===== src/rtl/mux_nx1_pkg.sv =====
// mux_nx1_pkg: shared defaults, channel-index width helper and output-stage state encoding
package mux_nx1_pkg;
  localparam int DEF_WIDTH    = 8;
  localparam int DEF_CHANNELS = 4;
  localparam int DEF_DEPTH    = 4;
  function automatic int chan_w(input int n);
    return (n > 1) ? $clog2(n) : 1;
  endfunction
  typedef enum logic {ST_EMPTY = 1'b0, ST_LOADED = 1'b1} out_state_e;
endpackage


===== src/rtl/mux_chan_fifo.sv =====
// mux_chan_fifo: per-channel FIFO with combinational head; caller guarantees no push when full, no pop when empty
module mux_chan_fifo #(
  parameter int WIDTH = 8,
  parameter int DEPTH = 4
) (
  input  logic             clk,
  input  logic             reset,
  input  logic             push,
  input  logic [WIDTH-1:0] wdata,
  input  logic             pop,
  output logic [WIDTH-1:0] rdata,
  output logic             empty,
  output logic             full
);
  localparam int AW   = $clog2(DEPTH);
  localparam int CNTW = AW + 1;
  logic [WIDTH-1:0] mem_q [DEPTH];
  logic [AW-1:0]    wp_q, rp_q;
  logic [AW:0]      cnt_q;
  always_ff @(posedge clk) if (push) mem_q[wp_q] <= wdata;
  always_ff @(posedge clk) begin
    if (reset) begin
      wp_q  <= '0;
      rp_q  <= '0;
      cnt_q <= '0;
    end else begin
      if (push) wp_q <= wp_q + 1'b1;
      if (pop) rp_q <= rp_q + 1'b1;
      cnt_q <= cnt_q + {{AW{1'b0}}, push} - {{AW{1'b0}}, pop};
    end
  end
  assign rdata = mem_q[rp_q];
  assign empty = (cnt_q == '0);
  assign full  = (cnt_q == CNTW'(DEPTH));
endmodule


===== src/rtl/mux_nx1_rr.sv =====
// mux_nx1_rr: N-to-1 buffered mux, per-channel FIFOs drained into one stallable output register.
// MUX_NX1_STRICT_PRIORITY_EN selects fixed priority instead of round-robin arbitration.
module mux_nx1_rr
  import mux_nx1_pkg::*;
#(
  parameter int WIDTH    = DEF_WIDTH,
  parameter int CHANNELS = DEF_CHANNELS,
  parameter int DEPTH    = DEF_DEPTH
) (
  input  logic                          clk,
  input  logic                          reset,
  input  logic [CHANNELS*WIDTH-1:0]     in_data,
  input  logic [CHANNELS-1:0]           in_valid,
  output logic [CHANNELS-1:0]           in_full,
  output logic [CHANNELS-1:0]           err_overflow,
  output logic [WIDTH-1:0]              out_data,
  output logic [chan_w(CHANNELS)-1:0]   out_channel,
  output logic                          out_valid,
  input  logic                          out_ready
);
  localparam int CW = chan_w(CHANNELS);
  logic [CHANNELS-1:0] empty, full, push, pop;
  logic [WIDTH-1:0]    rdata [CHANNELS];
  logic [CW-1:0]       win;
  logic                load;
  out_state_e          state_q, state_d;
  logic [WIDTH-1:0]    data_q, data_d;
  logic [CW-1:0]       chan_q, chan_d;
  logic [CHANNELS-1:0] ovf_q;
  // in_full comes from the count register, so a same-cycle pop never admits a push
  assign push = in_valid & ~full;
  assign load = (state_q == ST_EMPTY || out_ready) && !(&empty);
  for (genvar c = 0; c < CHANNELS; c++) begin : g_ch
    mux_chan_fifo #(.WIDTH(WIDTH), .DEPTH(DEPTH)) u_fifo (
      .clk   (clk),
      .reset (reset),
      .push  (push[c]),
      .wdata (in_data[c*WIDTH +: WIDTH]),
      .pop   (pop[c]),
      .rdata (rdata[c]),
      .empty (empty[c]),
      .full  (full[c])
    );
    assign pop[c] = load && (win == CW'(c));
  end
`ifdef MUX_NX1_STRICT_PRIORITY_EN
  always_comb begin
    win = '0;
    for (int i = CHANNELS - 1; i >= 0; i--) if (!empty[i]) win = CW'(i);
  end
`else
  logic [CW-1:0] last_q;
  // scan from farthest to nearest so the nearest non-empty channel after last_q wins
  always_comb begin
    win = '0;
    for (int i = CHANNELS; i >= 1; i--)
      if (!empty[(int'(last_q) + i) % CHANNELS]) win = CW'((int'(last_q) + i) % CHANNELS);
  end
  always_ff @(posedge clk) begin
    if (reset) last_q <= CW'(CHANNELS - 1);
    else if (load) last_q <= win;
  end
`endif
  always_comb begin
    state_d = load ? ST_LOADED : (state_q == ST_LOADED && out_ready) ? ST_EMPTY : state_q;
    data_d  = load ? rdata[win] : data_q;
    chan_d  = load ? win : chan_q;
  end
  always_ff @(posedge clk) begin
    if (reset) begin
      state_q <= ST_EMPTY;
      data_q  <= '0;
      chan_q  <= '0;
      ovf_q   <= '0;
    end else begin
      state_q <= state_d;
      data_q  <= data_d;
      chan_q  <= chan_d;
      ovf_q   <= ovf_q | (in_valid & full);
    end
  end
  assign in_full      = full;
  assign err_overflow = ovf_q;
  assign out_data     = data_q;
  assign out_channel  = chan_q;
  assign out_valid    = (state_q == ST_LOADED);
endmodule


===== config.mk =====
export PLATFORM = sky130hd
export DESIGN_NAME = mux_nx1_rr
export DESIGN_NICKNAME = d
export VERILOG_FILES = /design/src/rtl/mux_nx1_pkg.sv /design/src/rtl/mux_chan_fifo.sv /design/src/rtl/mux_nx1_rr.sv
export SDC_FILE = /design/constraint.sdc
export NUM_CORES = 1
export LEC_CHECK = 0
export CAP_MARGIN = 0
export CORE_MARGIN = 10
export CORE_UTILIZATION = 45
export CTS_CLUSTER_DIAMETER = 80
export DETAILED_ROUTE_END_ITERATION = 7
export DONT_BUFFER_PORTS = 1
export GPL_TIMING_DRIVEN = 0
export SLEW_MARGIN = 20
export SYNTH_ARGS = -nofsm -noshare
export SYNTH_HDL_FRONTEND = slang
export SYNTH_SLANG_ARGS = --single-unit
export TNS_END_PERCENT = 10

===== constraint.sdc =====
create_clock -name clk -period 3.47 [get_ports clk]
set_input_delay 1.041 -clock clk [delete_from_list [all_inputs] [get_ports clk]]
set_output_delay 1.041 -clock clk [all_outputs]
set_load 0.02 [all_outputs]

After elaboration in Yosys (flattened, before gate mapping)
Memory sizes are Yosys's and may differ from the RTL's. A register that Yosys moved wholly into a read port is not among the register bits.
Index checks and enable logic that the tools add are counted.
{ "classes": {"muxes": 37, "magnitude_cmp": 5, "n_addsub": 20, "bitwise": 10, "eq_ne": 7, "reduce_logical": 19} }
{ "op_table": {"columns": ["operator", "count"], "rows": [
  ["$mux W2", 12],
  ["$add A2 B1 Y2 const B", 10],
  ["$mux W1", 18],
  ["$bmux W8 S2", 1],
  ["$lt A3 B4 Y1 const B", 4],
  ["$mux W8", 2],
  ["$add A3 B1 Y3", 4],
  ["$eq A3 B3 Y1 const B", 4],
  ["$logic_not A3 Y1", 4],
  ["$sub A3 B1 Y3", 4],
  ["$and A4 B4 Y4", 2],
  ["$bmux W1 S2", 4],
  ["$reduce_or A2 Y1", 4],
  ["$logic_and A1 B1 Y1", 6],
  ["$add A2 B2 Y2 const B", 2],
  ["$and A1 B1 Y1 const A", 4],
  ["$eq A2 B2 Y1 const B", 2],
  ["$not A4 Y4", 1],
  ["$or A4 B4 Y4", 1],
  ["$reduce_and A4 Y1", 1],
  ["$ge A3 B3 Y1 const B", 1],
  ["$not A2 Y3", 1],
  ["$eq A2 B1 Y1 const B", 1],
  ["$logic_not A2 Y1", 1],
  ["other kinds (4)", 4]
]} }
{ "totals": {"wordCells": 119, "mem_count": 4, "ramBits": 128, "regBits": 45, "inputBits": 39, "output_inout_bits": 19} }
{ "memory_table": {"columns": ["memory", "words", "width", "rd", "rd_clocked_by_memory_dff", "wr", "line_no", "source"], "rows": [
  ["g_ch[0].u_fifo.mem_q", 4, 8, 1, 1, 1, "mux_chan_fifo.sv:17", "logic [WIDTH-1:0] mem_q [DEPTH];"],
  ["g_ch[1].u_fifo.mem_q", 4, 8, 1, 1, 1, "mux_chan_fifo.sv:17", null],
  ["g_ch[2].u_fifo.mem_q", 4, 8, 1, 1, 1, "mux_chan_fifo.sv:17", null],
  ["g_ch[3].u_fifo.mem_q", 4, 8, 1, 1, 1, "mux_chan_fifo.sv:17", null]
]} }

Logic depth before layout (Yosys ltp)
{ "depth": {"word_depth": 14, "mapped_depth": 13, "ltp_nobuf": 12} }

Hierarchy
A second synthesis with hierarchy kept.
{ "unflattened": {"cells_unflattened": 437, "hier_area_um2": 7307.0} }
{ "by_module_without_submodules": {"columns": ["module", "area_per_inst_um2", "seq_area_each_um2", "cells_per_inst", "instances"], "rows": [
  ["mux_chan_fifo", 1596.5, 1141.1, 84, 4],
  ["mux_nx1_rr", 920.9, 340.3, 101, 1]
]} }

Least setup slack after synthesis
Ideal clock, no wire load.
{ "synth_path": {"kind": "input to register", "from": "input port out_ready", "to": "register g_ch[2].u_fifo.cnt_q[2]", "arrival_ns": 2.876, "path_buffers": 1, "path_stages": 13, "setup_time_ns": 0.128, "required_ns": 3.342, "slack_ns": 0.466, "cell_sequence": "nor2b_1 > a41oi_1 > nand3_1 > buf_2 > nor2_1 > ha_1 > inv_1 > ha_1 > inv_1 > fa_1 > xor2_1 > xnor2_1 > nor2_1"} }
{ "synth_via": {"elab_chain_cells": 4} }
{ "synth_rtl": {"columns": ["item", "line_no", "source"], "rows": [
  ["start: declaration", "mux_nx1_rr.sv:19", "input logic out_ready"],
  ["$logic_or A1 B1 Y1", "mux_nx1_rr.sv:32", "assign load = (state_q == ST_EMPTY || out_ready) && !(&empty);"],
  ["$logic_and A1 B1 Y1", "mux_nx1_rr.sv:32", null],
  ["$logic_and A1 B1 Y1", "mux_nx1_rr.sv:44", "assign pop[c] = load && (win == CW'(c));"],
  ["named net g_ch[2].u_fifo.pop", "mux_chan_fifo.sv:10", "input logic pop,"],
  ["$sub A3 B1 Y3", "mux_chan_fifo.sv:29", "cnt_q <= cnt_q + {{AW{1'b0}}, push} - {{AW{1'b0}}, pop};"],
  ["end signal: assignment", "mux_chan_fifo.sv:29", null],
  ["end: declaration", "mux_chan_fifo.sv:19", "logic [AW:0] cnt_q;"]
]} }
The timed path passes the listed nets, and every way through them passes these cells.
A chain may end at the register's enable or synchronous reset.

Worst setup path in the final report
{ "layout_path": {"from": "register g_ch[3].u_fifo.cnt_q[1]", "to": "register g_ch[2].u_fifo.cnt_q[2]"} }
{ "layout_via": {"elab_chain_cells": 11, "elab_cells_between_ends": 23, "cone_classes": "add/sub (1); eq/ne (1); mux (16); reduce/logical (5)"} }
{ "layout_rtl": {"columns": ["item", "line_no", "source"], "rows": [
  ["start: declaration", "mux_chan_fifo.sv:19", null],
  ["start signal: assignment", "mux_chan_fifo.sv:29", null],
  ["$logic_not A3 Y1 (*)", "mux_chan_fifo.sv:33", "assign empty = (cnt_q == '0);"],
  ["$bmux W1 S2", "mux_nx1_rr.sv:57", "if (!empty[(int'(last_q) + i) % CHANNELS]) win = CW'((int'(last_q) + i) % CHANNELS);"],
  ["$mux W1 (not written as such) (2 in a row)", "mux_nx1_rr.sv:57", null],
  ["$mux W2 (4 in a row)", "mux_nx1_rr.sv:57", null],
  ["$eq A2 B2 Y1", "mux_nx1_rr.sv:44", null],
  ["$logic_and A1 B1 Y1 (*)", "mux_nx1_rr.sv:44", null],
  ["named net g_ch[2].u_fifo.pop", "mux_chan_fifo.sv:10", null],
  ["$sub A3 B1 Y3 (*)", "mux_chan_fifo.sv:29", null]
]} }
Mark *: on every way through the listed nets, which the timed path passes. The rest lies on a longest branch. The select of a mux whose other input is x is not followed.

==> impl_metrics.json <==
{
  "netlist_area_um2": 7406,
  "synthAdderAreaFrac": 0.05136,
  "max-cap-violations": 0,
  "fillers": 1375,
  "root_buffer": "clkbuf_16",
  "crit_path_top_delay_cell": "a221o_1",
  "core_um2": 16000,
  "grt_pass1_wl_mm": 22.37,
  "cts_tree": "built",
  "syn_nets": 532,
  "p_int_mw": 4.679,
  "p_comb_frac": 0.318,
  "rsz0062_at_grt": "false",
  "maxSlewHeadroom": 0.2990,
  "cp_num_buf_inv": 3,
  "synth_simple_gate_area_frac": 0.07265,
  "nets": 551,
  "routed_via_density": 5.328,
  "clock_skew_ns": 0.009867,
  "grtUsageTotal": 0.1336,
  "synth.ff_latch_count": 181,
  "setup_viol": 0,
  "wl_met1_mm": 6.061,
  "power_switching_mw": 2.165,
  "synth.yosys.seq_area_share": 0.6623,
  "clock_sinks": 181,
  "final_antenna_net_count": 0,
  "drc": 0,
  "die-width_um": 148.3,
  "cp-end-kind": "register",
  "period_share": 0.8686,
  "p_leak_nw": 2.811,
  "wl_met3_mm": 1.088,
  "vias": 3799,
  "wl_mm": 13.97,
  "synth_top_family_by_area": "multiplexers",
  "grt_max_degree": 17,
  "cts_buffers": 17,
  "clk_latency_ns": 0.42,
  "drtIter0Drc": 225,
  "avgSynthCellArea_um2": 15.93,
  "row_count": 46,
  "finalMaxSlewViolations": 0,
  "die_h_um": 148.3,
  "htree_levels": 4,
  "synthMuxAreaShare": 0.1274,
  "tns_ns": 0,
  "route.met2.wl_mm": 6.673,
  "hold_viol": 0,
  "max_clock_freq_mhz": 331.8,
  "place_congestion": 0.7303,
  "wl_per_cell_um": 19.59,
  "top_layer": "met4",
  "antenna_found_initial": 0,
  "synth_warnings": 0,
  "ctsResizeCount": 0,
  "cp_top_family": "adder cells",
  "outcome": "finished, final reports clean",
  "crit_chain": "or3_1 -> a221o_1 -> nand3_1 -> buf_2 -> nor2_1 -> ha_1 -> inv_1 -> ha_1 -> inv_1 -> fa_1 -> xor2_1 -> xnor2_1 -> nor2_1",
  "grt_pass1_vias": 4023,
  "dp_hpwl_mm": 9.987,
  "synth_xor_area_frac": 0.01419,
  "final_cell_mix": "edfxtp_1, dfxtp_1, nor2_1, mux4_2, inv_1",
  "fin_util": 0.5134,
  "gr-total-overflow": 0,
  "cp_data_required_time_ns": 3.76,
  "cts_buffer_depth": 2,
  "worstMarginPinSlew_ns": 1.044,
  "critPathLaunchType": "register",
  "switching_share": 0.3164,
  "clockPowerShare": 0.257,
  "start_util": 0.4629,
  "ctsHoldBuffers": 0,
  "hold_path.class": "reg2reg",
  "syn2layout_area_growth_pct": 10.91,
  "path_class": "reg2reg",
  "place_area_um2": 7676,
  "path_clk_slew_ns": 0.07,
  "synth-compound-area-share": 0.04241,
  "cp.arrival_ns": 3.30,
  "synthCells": 465,
  "layout_commonest_cell": "edfxtp_1",
  "die_area_um2": 21990,
  "ir_worst_vdd_v": 0.0005418,
  "max_stage_delay_ns": 0.43,
  "io_pins": 58,
  "synth_cell_type_count": 43,
  "first_pass_iters": 6,
  "finalInstanceArea_um2": 8214,
  "period_needed_ns": 3.014,
  "worstPathMaxFanout": 10,
  "io_buffers": 0,
  "drive_gt1_frac": 0.1811,
  "diodes": 0,
  "pwr-share-seq": 0.426,
  "powerDensity_nw_per_um2": 833.1,
  "cts_post_setup_buffers_inserted": 0
}
## worst paths after layout
kind / from / slack (ns) / cells after the start / endpoint
worst min register to register: g_ch[3].u_fifo.rp_q[1] / 0.49 / 2 / g_ch[3].u_fifo.rp_q[1]
worst max register to register: g_ch[3].u_fifo.cnt_q[1] / 0.46 / 13 / g_ch[2].u_fifo.cnt_q[2]
worst min-delay path: g_ch[3].u_fifo.rp_q[1] / 0.49 / 2 / g_ch[3].u_fifo.rp_q[1]
worst max-delay path: g_ch[3].u_fifo.cnt_q[1] / 0.46 / 13 / g_ch[2].u_fifo.cnt_q[2]
## metal layers
| metal | vias to the layer above | track usage |
|---|---|---|
| met4 | 0 | 0.03667 |
| met1 | 1937 | 0.1695 |
| met5 | - | 0 |
| met3 | 14 | 0.05613 |
| met2 | 76 | 0.2060 |
| li1 | 1772 | - |
## flip-flops by register name, summed over array words and instances, names as in the netlist, named ones only
name and cells:
g_ch.u_fifo.mem_q 128, g_ch.u_fifo.cnt_q 12, g_ch.u_fifo.rp_q 8, g_ch.u_fifo.wp_q 8
out_data 8, err_overflow 4, last_q 2, out_channel 2
out_valid 1
## tightest hold or removal path: stages (launching register included)
cell and delay, ns:
dfxtp_1 0.31, o31ai_1 0.06, a21oi_1 0.07
## cell usage after synthesis (all sizes together)
master | n | share of area
inv | 28 | 0.014
a21bo | 1 | 0.0014
o21ai | 5 | 0.0034
a41oi | 1 | 0.0012
and2 | 18 | 0.015
mux2i | 2 | 0.0027
nor2 | 32 | 0.016
nor3b | 8 | 0.0081
or3 | 7 | 0.0059
ha | 24 | 0.041
a211oi | 1 | 0.0010
a21o | 1 | 0.0010
edfxtp | 128 | 0.52
clkbuf | 10 | 0.0052
o32a | 1 | 0.0015
nand2 | 3 | 0.0025
buf | 14 | 0.010
nor3 | 7 | 0.0076
mux4 | 32 | 0.097
and3 | 2 | 0.0017
o221ai | 2 | 0.0024
nor2b | 12 | 0.010
or4 | 2 | 0.0020
o31ai | 2 | 0.0020
nand4 | 3 | 0.0025
fa | 4 | 0.011
xor2 | 1 | 0.0012
o21bai | 1 | 0.0010
a21boi | 2 | 0.0020
dfxtp | 53 | 0.14
a221o | 9 | 0.012
a21oi | 19 | 0.013
nand3 | 1 | 0.00068
xnor2 | 11 | 0.013
mux2 | 18 | 0.027
## power by group through the flow
stage          combinational (mW)  sequential (mW)  clock (mW)
2_1_floorplan                1.69             2.90           0
3_3_place_gp                 2.13             2.94           0
3_5_place_dp                 2.20             2.96           0
5_1_grt                      2.45             2.96        1.88
6_report                     2.17             2.91        1.76
4_1_cts                      2.21             2.92        1.79
## through the flow
step	power, mW	worst slack [ns]	hold slack, ns	std cells
after floorplan	4.591	0.4661	0.4529	465
after global placement	5.071	0.1183	0.4738	681
after detailed placement	5.163	0.05433	0.4837	681
after CTS	6.924	0.4514	0.4930	713
after global routing	7.284	0.1734	0.5171	713
final	6.844	0.4559	0.4903	713
## layout make-up
type	count	area, µm²	share of cell area
sequential	181	4905	0.5971
multi-input combinational	232	2281	0.2777
clock buffer	22	454.2	0.05529
tap	216	270.3	0.03290
buffer	24	115.1	0.01401
inverter	28	105.1	0.01280
clock inverter	10	83.83	0.01021
## logic make-up after synthesis
group	after synthesis
AOI/OAI and AO/OA	45
DFF	181
and+or+nand+nor	95
adders and majority gates	28
muxes	52
buffers and inverters	52
xor gates and xnor gates	12
(Power assumes the default switching activity.)
==> variant, RTL diff (same flow settings) <==
Add a define of `MUX_NX1_STRICT_PRIORITY_EN`.
--- a/src/rtl/mux_nx1_rr.sv
+++ b/src/rtl/mux_nx1_rr.sv
@@ -2,2 +2,4 @@
 // MUX_NX1_STRICT_PRIORITY_EN selects fixed priority instead of round-robin arbitration.
+`define MUX_NX1_STRICT_PRIORITY_EN
+
 module mux_nx1_rr
Check against the original RTL: not equivalent (a bounded check fails within 4 cycles, from zero or initial values and one cycle with reset high).
==> variant against the original RTL <==
- sequential share of layout area down 0.42 points
- sequential cell count down 2
- power down 1.5%
- cell area decreased by 0.11%
- routed wire length fell by 1.2%
- setup slack gained 0.19 ns
- clock power up 10%
- area after synthesis down 1.0%
- critical endpoint is now g_ch[3].u_fifo.cnt_q[2]
- largest cell class unchanged
==> variant: results (changes against the original RTL) <==
The slack of the worst reg-to-reg path was 0.65 ns (was 0.46 ns). The count of nets after finishing is 557 (was 551). Most common library cells after synthesis: 128 x edfxtp_1, 51 x dfxtp_1, 41 x nor2_1 (was 128 x edfxtp_1, 53 x dfxtp_1, 32 x mux4_2, 32 x nor2_1, 28 x inv_1). The post-detailed-routing wire length was 13800 um (was 14000 um); the count of distinct cell types in the synthesized netlist was 45 (was 43). The mean instance size in the synthesized netlist was 15.6 um^2 (was 15.9 um^2); the net count of the mapped netlist was 538 (was 532).

The overall routing resource usage is 13.2% (was 13.4%). The flow ran to the end, and the final reports show no timing, DRC or antenna violations. The share of post-route cells with drive strength above 1 was 17.1% (was 18.1%). The largest fanout of any net on the critical path came out at 9 (was 10). The count of filler cells inserted in the layout was 1356 (was 1375). The initial detailed-routing violation count came out at 176 (was 225). The register area share after synthesis was 66.4% (was 66.2%); the highest cell delay on the worst timing path was 0.39 ns (was 0.43 ns). The run gives 476 uV (was 542 uV) as the peak ir drop on the vdd network. After clock tree synthesis, the clock-pin slew on the worst setup and hold paths is 0.06 ns. The run gives 719 (was 713) as the final non-filler cell total. The via-per-instance ratio was 5.25 (was 5.33). The number of placed instances with taps included was 687 (was 681); the total leakage power was 2.78 nW (was 2.81 nW). The tools report the number of global-route vias before repair as 3832 (was 4023). The critical path's slowest cell is or3_1 (was a221o_1).

Cell types with the largest area share after synthesis: edfxtp_1 52%, dfxtp_1 14%, mux4_2 9.8% (was edfxtp_1 52%, dfxtp_1 14%, mux4_2 9.7%). The logs give 44.4% (was 29.9%) for the worst max-slew margin expressed relative to the limit and 4 (unchanged) for the maximum level of the CTS H-tree. The placer's final routability congestion estimate was 0.855 (was 0.730).
-- variant: changes by cell type after synthesis, sizes merged, moves of 6 or more --
| cell | before | now |
|---|---|---|
| a221o | 9 | 0 |
| nand3 | 1 | 10 |
| mux2 | 18 | 0 |
| a211oi | 1 | 9 |
| nor2 | 32 | 41 |
| o32a | 1 | 8 |
| nand2 | 3 | 9 |
-- variant: report_power, final --
part / internal, mW / switching [mW] / total [mW]
clock: 1.14 / 0.803 / 1.94
combinational: 0.829 / 1.03 / 1.86
sequential: 2.66 / 0.272 / 2.93
total: 4.63 / 2.11 / 6.74
-- variant: worst register-to-register path: cells and delay by family, from the launching register on --
kind	cells	cell delay (ns)
adder cells (fa/ha/maj)	3	0.86
AND/OR/NAND/NOR	3	0.55
AO/OA/AOI/OAI	1	0.38
flip-flops	1	0.36
XOR/XNOR	2	0.32
buffers and inverters	2	0.22
-- variant: cell families (layout without fill, tap and decap cells) --
| group | count (synthesis) | count (layout) | share of synthesized area, % |
|---|---|---|---|
| DFF | 179 | 179 | 66.4 |
| and+or+nand+nor | 107 | 107 | 7.75 |
| AOI/OAI and AO/OA | 53 | 53 | 5.04 |
| buffers and inverters | 51 | 83 | 3.26 |
| muxes | 36 | 36 | 10.4 |
| adders and majority gates | 28 | 28 | 5.19 |
| xor gates and xnor gates | 17 | 17 | 2.03 |
-- variant: path summary, 6_finish.rpt --
check	start	endpoint	depth (start not counted)
max	g_ch[2].u_fifo.cnt_q[2]	g_ch[3].u_fifo.cnt_q[2]	11
min	g_ch[3].u_fifo.rp_q[1]	g_ch[3].u_fifo.rp_q[1]	2
max reg2reg	g_ch[2].u_fifo.cnt_q[2]	g_ch[3].u_fifo.cnt_q[2]	11
min reg2reg	g_ch[3].u_fifo.rp_q[1]	g_ch[3].u_fifo.rp_q[1]	2
-- variant: area by class of cell --
type,count,share of cell area [%]
buffer,27,1.81
clock buffer,17,5.18
clock inverter,15,2.18
inverter,24,1.10
multi-input combinational,241,27.1
sequential,179,59.3
tap,216,3.29
-- variant: stage by stage --
stage / setup slack [ns] / util [%] / cell area, um^2 / hold slack [ns]
floorplan: 0.540 / - / 7330 / 0.453
global placement: 0.357 / 47.7 / 7600 / 0.469
detailed placement: 0.314 / 47.7 / 7600 / 0.486
CTS: 0.640 / 51.5 / 8210 / 0.498
global route: 0.426 / 51.5 / 8210 / 0.536
finish: 0.649 / 51.5 / 8210 / 0.505
-- variant: metal layers --
| metal | global-route usage, % | vias to the layer above | wire length [um] |
|---|---|---|---|
| met5 | 0 | - | 0 |
| met4 | 5.35 | 0 | 231 |
| met3 | 5.31 | 18 | 1150 |
| met2 | 21.5 | 86 | 6870 |
| met1 | 15.4 | 1884 | 5550 |
| li1 | - | 1785 | - |
